`config.mk`:
```
export PLATFORM = sky130hd
export DESIGN_NAME = range_session_arbiter
export DESIGN_NICKNAME = d
export VERILOG_FILES = /design/src/rtl/range_session_arbiter.sv
export SDC_FILE = /design/constraint.sdc
export NUM_CORES = 1
export LEC_CHECK = 0
export ABC_AREA = 1
export CAP_MARGIN = 10
export CORE_MARGIN = 8
export CORE_UTILIZATION = 55
export DETAILED_ROUTE_END_ITERATION = 16
export DONT_BUFFER_PORTS = 1
export PLACE_DENSITY = 0.66
export SLEW_MARGIN = 20
export SYNTH_ARGS = -nofsm -noshare
export SYNTH_HDL_FRONTEND = slang
export SYNTH_SLANG_ARGS = --single-unit
export TNS_END_PERCENT = 10
```
`constraint.sdc`:
```
create_clock -name clock -period 4.65 [get_ports clock]
set_input_delay 1.1625 -clock clock [delete_from_list [all_inputs] [get_ports clock]]
set_output_delay 1.1625 -clock clock [all_outputs]
set_load 0.02 [all_outputs]
```
`src/rtl/range_session_arbiter.sv`:
```
// range_session_arbiter
// Round-robin owner of a shared min/max range tracker. One requester at a time
// gets a measurement session. Its samples are streamed into the tracker, the
// tracker is sequenced with go/finish pulses, and the measured range is returned
// tagged with the owner's ID. All outputs are registered, so tracker pulses and
// data appear one cycle after the sample that caused them.
module range_session_arbiter #(
    parameter int WIDTH   = 8,
    parameter int NREQ    = 2,
    parameter int TIMEOUT = 16,
    localparam int IDW    = $clog2(NREQ)
) (
    input  logic                    clock,
    input  logic                    reset_n,
    input  logic [NREQ-1:0]         req,
    input  logic [NREQ-1:0]         smp_valid,
    input  logic [NREQ-1:0]         smp_last,
    input  logic [NREQ*WIDTH-1:0]   smp_data,
    output logic [NREQ-1:0]         gnt,
    output logic                    trk_go,
    output logic                    trk_finish,
    output logic [WIDTH-1:0]        trk_data,
    input  logic [WIDTH-1:0]        trk_range,
    input  logic                    trk_error,
    output logic                    res_valid,
    output logic [WIDTH-1:0]        res_range,
    output logic [IDW-1:0]          res_id,
    output logic                    res_timeout,
    output logic                    proto_err
);

    localparam int CNTW = $clog2(TIMEOUT + 1);

    typedef enum logic [1:0] {
        S_IDLE   = 2'd0,
        S_GRANT  = 2'd1,
        S_ACTIVE = 2'd2,
        S_FIN1   = 2'd3
    } state_e;

    state_e            state_q;
    logic [NREQ-1:0]   gnt_q;
    logic [IDW-1:0]    gid_q;
    logic [IDW-1:0]    ptr_q;
    logic [CNTW-1:0]   cnt_q;
    logic              trk_go_q;
    logic              trk_finish_q;
    logic [WIDTH-1:0]  trk_data_q;
    // end_q marks the cycle a session closes; abort_q says whether it timed out
    logic              end_q;
    logic              abort_q;
    logic              res_valid_q;
    logic [WIDTH-1:0]  res_range_q;
    logic [IDW-1:0]    res_id_q;
    logic              res_timeout_q;
    logic              proto_err_q;

    logic              pick_vld_d;
    logic [IDW-1:0]    pick_id_d;
    logic [IDW-1:0]    cand_d;
    logic              g_valid_d;
    logic              g_last_d;
    logic [WIDTH-1:0]  g_data_d;
    logic [CNTW-1:0]   cnt_inc_d;
    logic              tmo_d;
    logic [IDW-1:0]    ptr_nxt_d;

    // Round-robin pick: first requesting index at or after the pointer, wrapping
    always_comb begin
        pick_vld_d = 1'b0;
        pick_id_d  = '0;
        cand_d     = '0;
        for (int k = 0; k < NREQ; k++) begin
            cand_d = IDW'((int'(ptr_q) + k) % NREQ);
            if (!pick_vld_d && req[cand_d]) begin
                pick_vld_d = 1'b1;
                pick_id_d  = cand_d;
            end
        end
    end

    // Granted requester's sample lane, idle-cycle counter and next pointer
    always_comb begin
        g_valid_d = smp_valid[gid_q];
        g_last_d  = smp_last[gid_q];
        g_data_d  = smp_data[int'(gid_q)*WIDTH +: WIDTH];
        cnt_inc_d = cnt_q + CNTW'(1);
        tmo_d     = (cnt_inc_d == CNTW'(TIMEOUT));
        if (int'(gid_q) == NREQ - 1) begin
            ptr_nxt_d = '0;
        end else begin
            ptr_nxt_d = gid_q + IDW'(1);
        end
    end

    // Session FSM with registered tracker controls and result capture
    always_ff @(posedge clock or negedge reset_n) begin
        if (!reset_n) begin
            state_q       <= S_IDLE;
            gnt_q         <= '0;
            gid_q         <= '0;
            ptr_q         <= '0;
            cnt_q         <= '0;
            trk_go_q      <= 1'b0;
            trk_finish_q  <= 1'b0;
            trk_data_q    <= '0;
            end_q         <= 1'b0;
            abort_q       <= 1'b0;
            res_valid_q   <= 1'b0;
            res_range_q   <= '0;
            res_id_q      <= '0;
            res_timeout_q <= 1'b0;
            proto_err_q   <= 1'b0;
        end else begin
            trk_go_q     <= 1'b0;
            trk_finish_q <= 1'b0;
            end_q        <= 1'b0;

            if (trk_error) begin
                proto_err_q <= 1'b1;
            end

            // The tracker range is valid in the finish cycle, which is the end_q cycle
            res_valid_q <= end_q;
            if (end_q) begin
                res_range_q   <= abort_q ? '0 : trk_range;
                res_id_q      <= gid_q;
                res_timeout_q <= abort_q;
            end

            case (state_q)
                S_IDLE: begin
                    if (pick_vld_d) begin
                        gnt_q   <= NREQ'(1) << pick_id_d;
                        gid_q   <= pick_id_d;
                        cnt_q   <= '0;
                        state_q <= S_GRANT;
                    end
                end
                S_GRANT: begin
                    if (g_valid_d) begin
                        trk_go_q   <= 1'b1;
                        trk_data_q <= g_data_d;
                        cnt_q      <= '0;
                        state_q    <= g_last_d ? S_FIN1 : S_ACTIVE;
                    end else if (tmo_d) begin
                        // No tracker pulses were issued, so nothing to finish
                        gnt_q   <= '0;
                        end_q   <= 1'b1;
                        abort_q <= 1'b1;
                        ptr_q   <= ptr_nxt_d;
                        cnt_q   <= '0;
                        state_q <= S_IDLE;
                    end else begin
                        cnt_q <= cnt_inc_d;
                    end
                end
                S_ACTIVE: begin
                    if (g_valid_d) begin
                        trk_data_q <= g_data_d;
                        cnt_q      <= '0;
                        if (g_last_d) begin
                            trk_finish_q <= 1'b1;
                            gnt_q        <= '0;
                            end_q        <= 1'b1;
                            abort_q      <= 1'b0;
                            ptr_q        <= ptr_nxt_d;
                            state_q      <= S_IDLE;
                        end
                    end else if (tmo_d) begin
                        // Close the tracker session with data held; its range is discarded
                        trk_finish_q <= 1'b1;
                        gnt_q        <= '0;
                        end_q        <= 1'b1;
                        abort_q      <= 1'b1;
                        ptr_q        <= ptr_nxt_d;
                        cnt_q        <= '0;
                        state_q      <= S_IDLE;
                    end else begin
                        cnt_q <= cnt_inc_d;
                    end
                end
                S_FIN1: begin
                    trk_finish_q <= 1'b1;
                    gnt_q        <= '0;
                    end_q        <= 1'b1;
                    abort_q      <= 1'b0;
                    ptr_q        <= ptr_nxt_d;
                    state_q      <= S_IDLE;
                end
                default: begin
                    state_q <= S_IDLE;
                    gnt_q   <= '0;
                end
            endcase
        end
    end

    assign gnt         = gnt_q;
    assign trk_go      = trk_go_q;
    assign trk_finish  = trk_finish_q;
    assign trk_data    = trk_data_q;
    assign res_valid   = res_valid_q;
    assign res_range   = res_range_q;
    assign res_id      = res_id_q;
    assign res_timeout = res_timeout_q;
    assign proto_err   = proto_err_q;

endmodule

```
==> impl_results.rst, run 1 <==
.. list-table::
   :header-rows: 1

   * - Metric
     - Value
   * - Outcome
     - completed
   * - Cell depth of the worst setup path
     - 0
   * - First-pass GRT wire length
     - 5.996 mm
   * - Top FF cell, synth
     - sky130_fd_sc_hd__dfrtp_1
   * - Max transition margin
     - 0.6021
   * - Post-placement worst setup slack
     - 2.561 ns
   * - Initial Util
     - 0.5769
   * - Minimum clock period after layout
     - 1.972 ns
   * - Number of antenna diodes
     - 0
   * - Crit Reg-Reg Startpoint
     - state_q[0]
   * - Category of the most critical setup path
     - register to primary output
   * - Number of synthesized flops with an enable pin
     - 0
   * - Hold-fix buffer count after cts
     - 0
   * - Register-to-Register Path Depth
     - 6
   * - Flop2flop setup slack
     - 2.87 ns
   * - Crit path launch type
     - register
   * - Detailed placer's ending HPWL
     - 2.889 mm
   * - Achievable clock frequency
     - 507.1 MHz
   * - Count of final hold-check violations
     - 0
   * - Post-CTS resize count
     - 0
   * - Cells after synthesis
     - 203
   * - Post-layout nets
     - 245
   * - Die Wd
     - 72.36 µm
   * - Vias per inst
     - 5.466
   * - Total wirelength of the detailed-routed design
     - 3.766 mm
   * - Number of buffers on the longest clock path
     - 2
   * - Area leader, netlist
     - sky130_fd_sc_hd__dfrtp_1
   * - CTS tree
     - built
   * - I/O Pins
     - 57
   * - Vias after detailed routing
     - 1372
   * - Post-route DRC
     - 0
   * - Total leakage power
     - 0.9444 nW
   * - Worst Hold Class
     - register to register
   * - Fraction of power consumed by the clock network
     - 0.169
   * - Via count of the first global-routing pass
     - 1301
   * - Worst slew pin tran
     - 0.5929 ns
   * - Netlist area before placement
     - 1747 µm²
   * - Total of flip-flops plus latches after synthesis
     - 35
   * - Synth top area share
     - 0.5014
   * - Arrival time of the worst setup path
     - 0.81 ns
   * - Async SR Flop Fraction
     - 1.000
   * - Post-CTS setup buffer count
     - 0
   * - Relative area change from synthesis to final layout
     - 6.805%
   * - Core area
     - 3028 µm²
   * - Internal Power
     - 0.7220 mW
   * - Net count after synthesis
     - 242
   * - RR Endpoint
     - cnt_q[3]
   * - Routed wirelength normalized by instance count
     - 15.00 µm
   * - Switching fraction of total power
     - 0.4539
   * - Setup ws final
     - 2.678 ns
   * - Critical Path RT
     - 3.49 ns
   * - Final weighted congestion in routability-driven placement
     - 0.8595
   * - Library cells used by synthesis
     - 25
   * - I/O Buffers
     - 0
   * - Top cells by count, synth
     - sky130_fd_sc_hd__nand2_1, sky130_fd_sc_hd__dfrtp_1, sky130_fd_sc_hd__inv_1
   * - Post-route core utilization
     - 0.6161
   * - Sink Count
     - 35
   * - Hold Worst Slack
     - 0.4092 ns
   * - Share of final-layout standard cells stronger than drive strength 1
     - 0.1063
   * - Power Total
     - 1.322 mW
   * - Number of clock buffers inserted by TritonCTS
     - 5
   * - Die Ht
     - 72.36 µm
   * - Share of total power in sequential cells
     - 0.472
   * - Pin count of the biggest net entering global routing
     - 36
   * - Residual antenna-violating net count after detailed routing
     - 0
   * - Pwr/cell area
     - 708.7 nW/µm²
   * - Comb power frac
     - 0.359
   * - Skew final
     - 0.002675 ns
   * - Skew-Pair Late Insertion Delay
     - 0.32 ns
   * - Beginning of the critical path
     - res_range[3]
   * - Die outline area
     - 5235 µm²
   * - Most common cell in the synthesized netlist
     - sky130_fd_sc_hd__nand2_1
   * - RSZ-0062 raised after global routing
     - false
   * - Power dissipated by switching net loads
     - 0.6001 mW
   * - Global router's overall resource usage
     - 0.1441
   * - Gr ovfl total
     - 0
   * - Clock Tree Root
     - sky130_fd_sc_hd__clkbuf_4
   * - Initial antenna violation count
     - 0
   * - Initial DRC count
     - 67
   * - Top cells by area, synth
     - sky130_fd_sc_hd__dfrtp_1, sky130_fd_sc_hd__nand2_1, sky130_fd_sc_hd__inv_1
   * - Worst vdd rail ir drop
     - 0.3005 mV
   * - Average cell area after synthesis
     - 8.604 µm²
   * - Clock-pin slew of the registers on the worst-case setup and hold paths
     - 0.10 ns
   * - Final total negative setup slack
     - 0 ns
   * - Setup violators final
     - 0
   * - Number of maximum-capacitance violations
     - 0
   * - Largest driver fanout on the critical path
     - 2
   * - Number of levels the H-tree was split into
     - 2
   * - Rows
     - 20
   * - Number of max-slew violations in the final report
     - 0
   * - Fill cells
     - 284
   * - Part of the cycle the worst path needs
     - 0.4241
   * - Number of detailed-route iterations in the first pass
     - 4
   * - Total of warnings raised by yosys
     - 0
   * - Kind of end point of the critical path
     - primary output
   * - Share of synthesized area occupied by flip-flops and latches
     - 0.5014
   * - End of the critical path
     - res_range[3]
## routing by layer
layer	track usage	vias to the layer above	routed length [µm]
li1	-	672	-
met1	0.1517	659	1437
met2	0.2467	37	1962
met3	0.06198	4	341
met4	0.05669	0	25
met5	0	-	0
## cell type report
class | count | area (µm²) | share of cell area
tap | 44 | 55.05 | 0.02951
clock buffer | 6 | 51.30 | 0.02750
sequential | 35 | 875.8 | 0.4695
clock inverter | 2 | 35.03 | 0.01878
multi-input combinational | 140 | 755.7 | 0.4051
inverter | 24 | 92.59 | 0.04963
## registers in the layout, indices dropped and copies added (netlist names)
| name | flops |
|---|---|
| res_valid | 1 |
| state_q | 2 |
| gid_q | 1 |
| ptr_q | 1 |
| proto_err | 1 |
| end_q | 1 |
| trk_finish | 1 |
| abort_q | 1 |
| res_id | 1 |
| res_timeout | 1 |
| res_range | 8 |
| cnt_q | 5 |
| trk_data | 8 |
| gnt | 2 |
| trk_go | 1 |
## logic make-up (layout without fill, tap and decap cells)
logic type	after synthesis	count (layout)	synth area share
compound gates	36	36	0.1311
buf+inv	28	32	0.06591
fa+ha+maj	6	6	0.04298
simple gates	98	98	0.2586
flops	35	35	0.5014
## cells in the final DEF, fill, tap and decap left out
master	netlist	layout
sky130_fd_sc_hd__nand2_1	60	60
sky130_fd_sc_hd__dfrtp_1	35	35
sky130_fd_sc_hd__inv_1	21	21
sky130_fd_sc_hd__nor2_1	14	14
sky130_fd_sc_hd__nand3_1	8	8
sky130_fd_sc_hd__a22o_1	8	8
sky130_fd_sc_hd__o21ai_0	8	8
sky130_fd_sc_hd__a31oi_1	8	8
sky130_fd_sc_hd__a21oi_1	7	7
sky130_fd_sc_hd__nand4_1	6	6
sky130_fd_sc_hd__ha_1	6	6
sky130_fd_sc_hd__clkbuf_4	0	5
sky130_fd_sc_hd__nand2_2	3	3
sky130_fd_sc_hd__inv_2	2	2
sky130_fd_sc_hd__nor2_2	2	2
sky130_fd_sc_hd__a22oi_1	2	2
sky130_fd_sc_hd__o21ai_1	2	2
sky130_fd_sc_hd__nand2_4	1	1
sky130_fd_sc_hd__inv_4	1	1
sky130_fd_sc_hd__nor2_4	1	1
sky130_fd_sc_hd__a21oi_2	1	1
sky130_fd_sc_hd__nor3_4	1	1
sky130_fd_sc_hd__nor2_8	1	1
sky130_fd_sc_hd__or2_2	1	1
sky130_fd_sc_hd__clkinv_2	0	1
sky130_fd_sc_hd__bufinv_16	0	1
sky130_fd_sc_hd__clkbuf_8	0	1
## how the worst min path moves through the flow
stage,cells after the start,slack (ns),start,to
floorplan,0,0.37,end_q,res_valid
CTS,0,0.41,end_q,res_valid
global placement,0,0.38,end_q,res_valid
finish,0,0.41,end_q,res_valid
global route,0,0.43,end_q,res_valid
detailed placement,0,0.39,end_q,res_valid
## stage by stage
step,instance area [µm²],instances
after floorplan,1747,203
after global placement,1779,243
after detailed placement,1779,243
after CTS,1866,251
after global routing,1866,251
final,1866,251
## power groups by stage
stage	Sequential [mW]	Combinational, mW	Clock [mW]
2_1_floorplan	0.592	0.422	0
3_3_place_gp	0.627	0.462	0
3_5_place_dp	0.634	0.477	0
4_1_cts	0.627	0.480	0.234
5_1_grt	0.640	0.546	0.243
6_report	0.624	0.475	0.223
Power figures use the tool's default switching activity.
==> inputs of run 2 (changes only) <==
--- a/config.mk
+++ b/config.mk
@@ -11,7 +11,7 @@
 export CORE_UTILIZATION = 55
 export DETAILED_ROUTE_END_ITERATION = 16
 export DONT_BUFFER_PORTS = 1
-export PLACE_DENSITY = 0.66
+export PLACE_DENSITY = 0.69
 export SLEW_MARGIN = 20
 export SYNTH_ARGS = -nofsm -noshare
 export SYNTH_HDL_FRONTEND = slang
==> constraint.sdc (replaced) <==
create_clock -name clock -period 1.75 [get_ports clock]
set_input_delay 0.4375 -clock clock [delete_from_list [all_inputs] [get_ports clock]]
set_output_delay 0.4375 -clock clock [all_outputs]
set_load 0.02 [all_outputs]
==> impl_results.rst, run 2 (synthesized netlist as in run 1, its figures left out) <==
.. list-table::
   :header-rows: 1

   * - Metric
     - Value
   * - Outcome
     - completed
   * - Setup violators final
     - 0 (unchanged)
   * - Worst vdd rail ir drop
     - 0.7916 mV (+160%)
   * - Share of final-layout standard cells stronger than drive strength 1
     - 0.1274 (+0.02108)
   * - Number of antenna diodes
     - 0 (unchanged)
   * - Max transition margin
     - 0.6029 (+0.0007670)
   * - Beginning of the critical path
     - state_q[0]
   * - Clock Tree Root
     - sky130_fd_sc_hd__clkbuf_4
   * - Worst Hold Class
     - primary input to register
   * - Number of max-slew violations in the final report
     - 0 (unchanged)
   * - Gr ovfl total
     - 0 (unchanged)
   * - I/O Pins
     - 57 (unchanged)
   * - Final total negative setup slack
     - 0 ns (unchanged)
   * - Most common cell after layout, fill and taps aside
     - sky130_fd_sc_hd__nand2_1
   * - Placed instance area
     - 1802 µm² (+1.3%)
   * - Pwr/cell area
     - 1880 nW/µm² (+170%)
   * - Die outline area
     - 5235 µm² (unchanged)
   * - Vias after detailed routing
     - 1379 (+0.51%)
   * - Post-route DRC
     - 0 (unchanged)
   * - Final std cell area, no fill
     - 1917 µm² (+2.7%)
   * - Largest driver fanout on the critical path
     - 7 (+5)
   * - Comb power frac
     - 0.387 (+0.028)
   * - Relative area change from synthesis to final layout
     - 9.742%
   * - Crit Reg-Reg Startpoint
     - state_q[0]
   * - Internal Power
     - 1.947 mW (+170%)
   * - Total wirelength of the detailed-routed design
     - 3.801 mm (+0.93%)
   * - Number of detailed-route iterations in the first pass
     - 4 (unchanged)
   * - Number of levels the H-tree was split into
     - 2 (unchanged)
   * - Category of the most critical setup path
     - register to register
   * - Clock-pin slew of the registers on the worst-case setup and hold paths
     - 0.12 ns (+0.02 ns)
   * - Critical Path RT
     - 1.97 ns (-1.52 ns)
   * - Number of maximum-capacitance violations
     - 0 (unchanged)
   * - Vias per inst
     - 5.387 (-1.5%)
   * - Number of buffers on the longest clock path
     - 2 (unchanged)
   * - Die Ht
     - 72.36 µm (unchanged)
   * - Sequential cell area
     - 875.8 µm² (unchanged)
   * - Filler-free cell count of the finished design
     - 256 (+2.0%)
   * - Cell occurring most often along the worst timing path
     - sky130_fd_sc_hd__inv_1
   * - Fraction of power consumed by the clock network
     - 0.161 (-0.008)
   * - Minimum clock period after layout
     - 1.582 ns
   * - Initial Util
     - 0.5769 (unchanged)
   * - Post-layout nets
     - 250 (+2.0%)
   * - Global router's overall resource usage
     - 0.1554 (+0.01127)
   * - Fill cells
     - 264 (-7.0%)
   * - RR Endpoint
     - cnt_q[0]
   * - Number of clock buffers inserted by TritonCTS
     - 5 (unchanged)
   * - Crit-path cells
     - inv_1 -> ha_1 -> inv_1 -> o21ai_2 -> buf_4 -> nand4_1 -> o21ai_0
   * - RSZ-0062 raised after global routing
     - false
   * - Count of final hold-check violations
     - 0 (unchanged)
   * - Slowest cell on crit path
     - sky130_fd_sc_hd__dfrtp_1
   * - Core area
     - 3028 µm² (unchanged)
   * - Worst slew pin tran
     - 0.5935 ns (+0.0006347 ns)
   * - Initial antenna violation count
     - 0 (unchanged)
   * - Part of the cycle the worst path needs
     - 0.9041
   * - Share of total power in sequential cells
     - 0.451 (-0.021)
   * - End of the critical path
     - cnt_q[0]
   * - CTS tree
     - built
   * - Routed wirelength normalized by instance count
     - 14.85 µm (-1.0%)
   * - Pin count of the biggest net entering global routing
     - 36 (unchanged)
   * - Crit path launch type
     - register
   * - Die Wd
     - 72.36 µm (unchanged)
   * - Count of placed standard cells including taps
     - 246 (+1.2%)
   * - Achievable clock frequency
     - 632.0 MHz
   * - Residual antenna-violating net count after detailed routing
     - 0 (unchanged)
   * - Sink Count
     - 35 (unchanged)
   * - Rows
     - 20 (unchanged)
   * - Total leakage power
     - 0.9706 nW (+2.8%)
   * - Flop2flop setup slack
     - 0.17 ns (-2.70 ns)
   * - CP max stage delay
     - 0.41 ns
   * - Final weighted congestion in routability-driven placement
     - 0.8352 (-2.8%)
   * - Skew-Pair Late Insertion Delay
     - 0.34 ns (+0.02 ns)
   * - Kind of end point of the critical path
     - register
   * - First-pass GRT wire length
     - 6.430 mm (+7.2%)
   * - Post-CTS setup buffer count
     - 0 (unchanged)
   * - Post-route core utilization
     - 0.6331 (+0.01694)
   * - Arrival time of the worst setup path
     - 1.80 ns (+0.99 ns)
   * - Via count of the first global-routing pass
     - 1395 (+7.2%)
   * - Area of the multi-input gates
     - 759.5 µm² (+0.50%)
   * - Switching fraction of total power
     - 0.4598 (+0.005884)
   * - Highest-count cells in the layout ignoring fill and taps
     - sky130_fd_sc_hd__nand2_1, sky130_fd_sc_hd__dfrtp_1, sky130_fd_sc_hd__inv_1, sky130_fd_sc_hd__nor2_1
   * - I/O Buffers
     - 0 (unchanged)
   * - Power dissipated by switching net loads
     - 1.657 mW (+180%)
   * - Hold Worst Slack
     - 0.1975 ns (-0.2117 ns)
   * - Detailed placer's ending HPWL
     - 2.943 mm (+1.8%)
   * - Initial DRC count
     - 74 (+10%)
   * - Register-to-Register Path Depth
     - 7 (+1)
   * - Skew final
     - 0.01046 ns (+0.007784 ns)
==> run 2: cell types whose count changed in the layout (fill, tap and decap cells not counted), sizes merged <==
cell         change
dlygate4sd3      +1
clkbuf           -1
clkinv           +1
buf              +4
==> run 2: per-stage QoR <==
step / setup WS (ns) / total power, mW
floorplan: 0.2594 / 2.695
global placement: 0.2159 / 2.954
CTS: 0.1107 / 3.628
global route: 0.03315 / 3.922
detailed placement: 0.1322 / 3.018
finish: 0.1678 / 3.603
==> run 2: layout make-up <==
| cell class | instances | share of cell area |
|---|---|---|
| flip-flops and latches | 35 | 0.4569 |
| multi-input cells | 140 | 0.3962 |
| inverters | 24 | 0.04830 |
| well taps | 44 | 0.02872 |
| repair buffers | 5 | 0.02742 |
| clock inverters | 3 | 0.02285 |
| clock buffers | 5 | 0.01958 |
==> run 2: power groups by stage <==
stage / Combinational [mW] / Clock, mW / Sequential [mW]
5_1_grt: 1.61 / 0.641 / 1.67
3_3_place_gp: 1.32 / 0 / 1.64
3_5_place_dp: 1.36 / 0 / 1.65
6_report: 1.40 / 0.581 / 1.63
2_1_floorplan: 1.12 / 0 / 1.57
4_1_cts: 1.39 / 0.601 / 1.63
==> run 2: worst min path at each step <==
stage,from,end,slack (ns),cells after the start
floorplan,reset_n,abort_q,0.14,0
global placement,reset_n,res_range[5],0.14,0
detailed placement,reset_n,res_range[5],0.14,0
CTS,trk_error,proto_err,0.19,1
global route,trk_error,proto_err,0.17,1
finish,trk_error,proto_err,0.20,1
==> run 2: worst max-delay path, delay by kind of cell (launching register included) <==
kind / cells / cell delay (ns)
AO/OA/AOI/OAI: 2 / 0.22
buffers and inverters: 3 / 0.47
AND/OR/NAND/NOR: 1 / 0.07
adder cells (fa/ha/maj): 1 / 0.30
flip-flops: 1 / 0.41
==> run 2: repair_timing <==
action / 4_1_cts / 5_1_grt
setup endpoints to repair: 0 / 2
hold endpoints to repair: 35 / 0
gates resized for setup: 0 / 1
hold buffers: 2 / 0
==> run 2: per-layer routing <==
| layer | GRT usage | wire (µm) | vias up |
|---|---|---|---|
| met5 | 0 | 0 | - |
| met1 | 0.1725 | 1508 | 649 |
| met2 | 0.2578 | 1934 | 41 |
| met3 | 0.05647 | 310 | 5 |
| met4 | 0.07256 | 47 | 0 |
| li1 | - | - | 684 |
==> inputs of run 3 (changes only) <==
--- a/config.mk
+++ b/config.mk
@@ -7,11 +7,14 @@
 export LEC_CHECK = 0
 export ABC_AREA = 1
 export CAP_MARGIN = 10
+export CELL_PAD_IN_SITES_DETAIL_PLACEMENT = 2
+export CELL_PAD_IN_SITES_GLOBAL_PLACEMENT = 2
 export CORE_MARGIN = 8
-export CORE_UTILIZATION = 55
+export CORE_UTILIZATION = 32
 export DETAILED_ROUTE_END_ITERATION = 16
 export DONT_BUFFER_PORTS = 1
-export PLACE_DENSITY = 0.69
+export HOLD_SLACK_MARGIN = 0.02
+export PLACE_DENSITY = 0.7
 export SLEW_MARGIN = 20
 export SYNTH_ARGS = -nofsm -noshare
 export SYNTH_HDL_FRONTEND = slang
==> impl_results.rst, run 3 (synthesized netlist as in run 1, its figures left out) <==
.. list-table::
   :header-rows: 1

   * - Metric
     - Value
   * - Outcome
     - completed
   * - Die Wd
     - 89.88 µm (+24%)
   * - Instance count along the most critical hold path
     - 1 (unchanged)
   * - Routed wirelength normalized by instance count
     - 17.93 µm (+21%)
   * - First-pass GRT wire length
     - 8.597 mm (+34%)
   * - Rows
     - 27 (+35%)
   * - Kind of end point of the critical path
     - register
   * - Number of maximum-capacitance violations
     - 0 (unchanged)
   * - I/O Buffers
     - 0 (unchanged)
   * - RSZ-0062 raised after global routing
     - false
   * - Total leakage power
     - 0.9705 nW (about the same)
   * - Vias after detailed routing
     - 1417 (+2.8%)
   * - Crit Reg-Reg Startpoint
     - state_q[0]
   * - Count of final hold-check violations
     - 0 (unchanged)
   * - Hold Worst Slack
     - 0.2618 ns (+0.06423 ns)
   * - Sequential cell area
     - 875.8 µm² (unchanged)
   * - Largest driver fanout on the critical path
     - 10 (+3)
   * - Skew-Pair Late Insertion Delay
     - 0.29 ns (-0.05 ns)
   * - Total wirelength of the detailed-routed design
     - 5.074 mm (+33%)
   * - Number of levels the H-tree was split into
     - 2 (unchanged)
   * - Most common cell after layout, fill and taps aside
     - sky130_fd_sc_hd__nand2_1
   * - Highest-count cells in the layout ignoring fill and taps
     - sky130_fd_sc_hd__nand2_1, sky130_fd_sc_hd__dfrtp_1, sky130_fd_sc_hd__inv_1, sky130_fd_sc_hd__nor2_1
   * - CTS tree
     - built
   * - Crit path launch type
     - register
   * - Beginning of the critical path
     - state_q[0]
   * - Detailed placer's ending HPWL
     - 3.962 mm (+35%)
   * - Post-layout nets
     - 250 (unchanged)
   * - Number of detailed-route iterations in the first pass
     - 4 (unchanged)
   * - Clock-pin slew of the registers on the worst-case setup and hold paths
     - 0.07 ns (-0.05 ns)
   * - Die outline area
     - 8078 µm² (+54%)
   * - Initial Util
     - 0.3231 (-0.2537)
   * - Achievable clock frequency
     - 614.9 MHz (-2.7%)
   * - Share of final-layout standard cells stronger than drive strength 1
     - 0.1280 (+0.0006036)
   * - Pwr/cell area
     - 1903 nW/µm² (+1.2%)
   * - Max transition margin
     - 0.5914 (-0.01147)
   * - I/O Pins
     - 57 (unchanged)
   * - Skew final
     - 0.004923 ns (-0.005536 ns)
   * - Hold_sp
     - trk_error
   * - Die Ht
     - 89.88 µm (+24%)
   * - Initial DRC count
     - 43 (-42%)
   * - Residual antenna-violating net count after detailed routing
     - 0 (unchanged)
   * - Pin count of the biggest net entering global routing
     - 36 (unchanged)
   * - Arrival time of the worst setup path
     - 1.82 ns (+0.02 ns)
   * - Worst Hold Class
     - primary input to register
   * - Setup violators final
     - 0 (unchanged)
   * - Global router's overall resource usage
     - 0.1312 (-0.02417)
   * - Number of max-slew violations in the final report
     - 0 (unchanged)
   * - Final total negative setup slack
     - 0 ns (unchanged)
   * - Fill cells
     - 618 (+130%)
   * - Register-to-Register Path Depth
     - 6 (-1)
   * - Category of the most critical setup path
     - register to register
   * - Core area
     - 5405 µm² (+79%)
   * - Post-route core utilization
     - 0.3634 (-0.2696)
   * - Critical Path RT
     - 1.95 ns (-0.02 ns)
   * - Post-route DRC
     - 0 (unchanged)
   * - Area of the multi-input gates
     - 765.7 µm² (+0.82%)
   * - Relative area change from synthesis to final layout
     - 12.46%
   * - Power Total
     - 3.739 mW (+3.8%)
   * - Part of the cycle the worst path needs
     - 0.9293 (+0.02523)
   * - Final weighted congestion in routability-driven placement
     - 0.7189 (-14%)
   * - Sink Count
     - 35 (unchanged)
   * - Via count of the first global-routing pass
     - 1658 (+19%)
   * - Minimum clock period after layout
     - 1.626 ns (+0.04415 ns)
   * - Clock Tree Root
     - sky130_fd_sc_hd__clkbuf_8
   * - Worst vdd rail ir drop
     - 0.4731 mV (-40%)
   * - Number of buffers on the longest clock path
     - 2 (unchanged)
   * - Number of clock buffers inserted by TritonCTS
     - 5 (unchanged)
   * - Gr ovfl total
     - 0 (unchanged)
   * - Initial antenna violation count
     - 0 (unchanged)
   * - Number of antenna diodes
     - 0 (unchanged)
   * - Worst slew pin tran
     - 0.6106 ns (+0.01714 ns)
   * - Vias per inst
     - 5.007 (-7.0%)
==> run 3: cell types whose count changed in the layout (fill, tap and decap cells not counted) <==
cell                        before  now
sky130_fd_sc_hd__bufinv_16       1    0
sky130_fd_sc_hd__clkbuf_4        5    0
sky130_fd_sc_hd__clkbuf_8        0    6
sky130_fd_sc_hd__clkinv_4        1    0
sky130_fd_sc_hd__ha_1            6    5
sky130_fd_sc_hd__ha_2            0    1
sky130_fd_sc_hd__nor2_1         14   13
sky130_fd_sc_hd__nor2_4          1    2
sky130_fd_sc_hd__o21ai_1         1    2
sky130_fd_sc_hd__o21ai_2         1    0
==> run 3: per-stage QoR <==
step / area [µm²] / setup slack [ns] / std cells
6_report: 1964 / 0.1237 / 283
5_1_grt: 1964 / 0.006571 / 283
4_1_cts: 1957 / 0.08768 / 283
3_5_place_dp: 1837 / 0.03135 / 274
3_3_place_gp: 1837 / 0.1729 / 274
2_1_floorplan: 1747 / 0.2594 / 203
==> run 3: path summary, 6_finish.rpt <==
kind,endpoint,slack (ns)
max in group asynchronous,trk_data[7],0.94
setup reg to reg,cnt_q[2],0.12
hold / removal,proto_err,0.26
hold reg to reg,res_valid,0.41
min in group asynchronous,abort_q,0.63
setup / recovery,cnt_q[2],0.12
==> run 3: worst max-delay path, stage by stage (launching register included) <==
cell and delay, ns:
sky130_fd_sc_hd__dfrtp_1 0.43, sky130_fd_sc_hd__inv_1 0.11, sky130_fd_sc_hd__ha_1 0.30, sky130_fd_sc_hd__inv_1 0.22, sky130_fd_sc_hd__o21ai_1 0.12, sky130_fd_sc_hd__buf_4 0.18, sky130_fd_sc_hd__a22oi_1 0.19
==> run 3: layer usage <==
layer | GRT usage | part of all wire
met3 | 0.03824 | 0.048
met1 | 0.1332 | 0.41
met2 | 0.2460 | 0.53
met4 | 0.04993 | 0.015
met5 | 0 | 0
==> run 3: layout make-up <==
cell class | count | area share
clock buffers | 6 | 0.04204
flip-flops and latches | 35 | 0.4459
inverters | 24 | 0.04713
multi-input cells | 140 | 0.3898
repair buffers | 5 | 0.02675
well taps | 72 | 0.04586
clock inverters | 1 | 0.002548
==> run 3: what timing repair did <==
item | in CTS | in global routing
hold buffers | 2 | 0
setup buffers | 0 | 0
endpoints found under the hold margin | 35 | 0
endpoints found under the setup margin | 1 | 1
resized for setup | 1 | 2
==> run 3: where the power goes <==
| part | switching [mW] | internal [mW] | leakage [nW] |
|---|---|---|---|
| Combinational | 0.944 | 0.547 | 0.490 |
| Clock | 0.284 | 0.309 | 0.0470 |
| Sequential | 0.545 | 1.11 | 0.433 |
| Total | 1.77 | 1.97 | 0.970 |
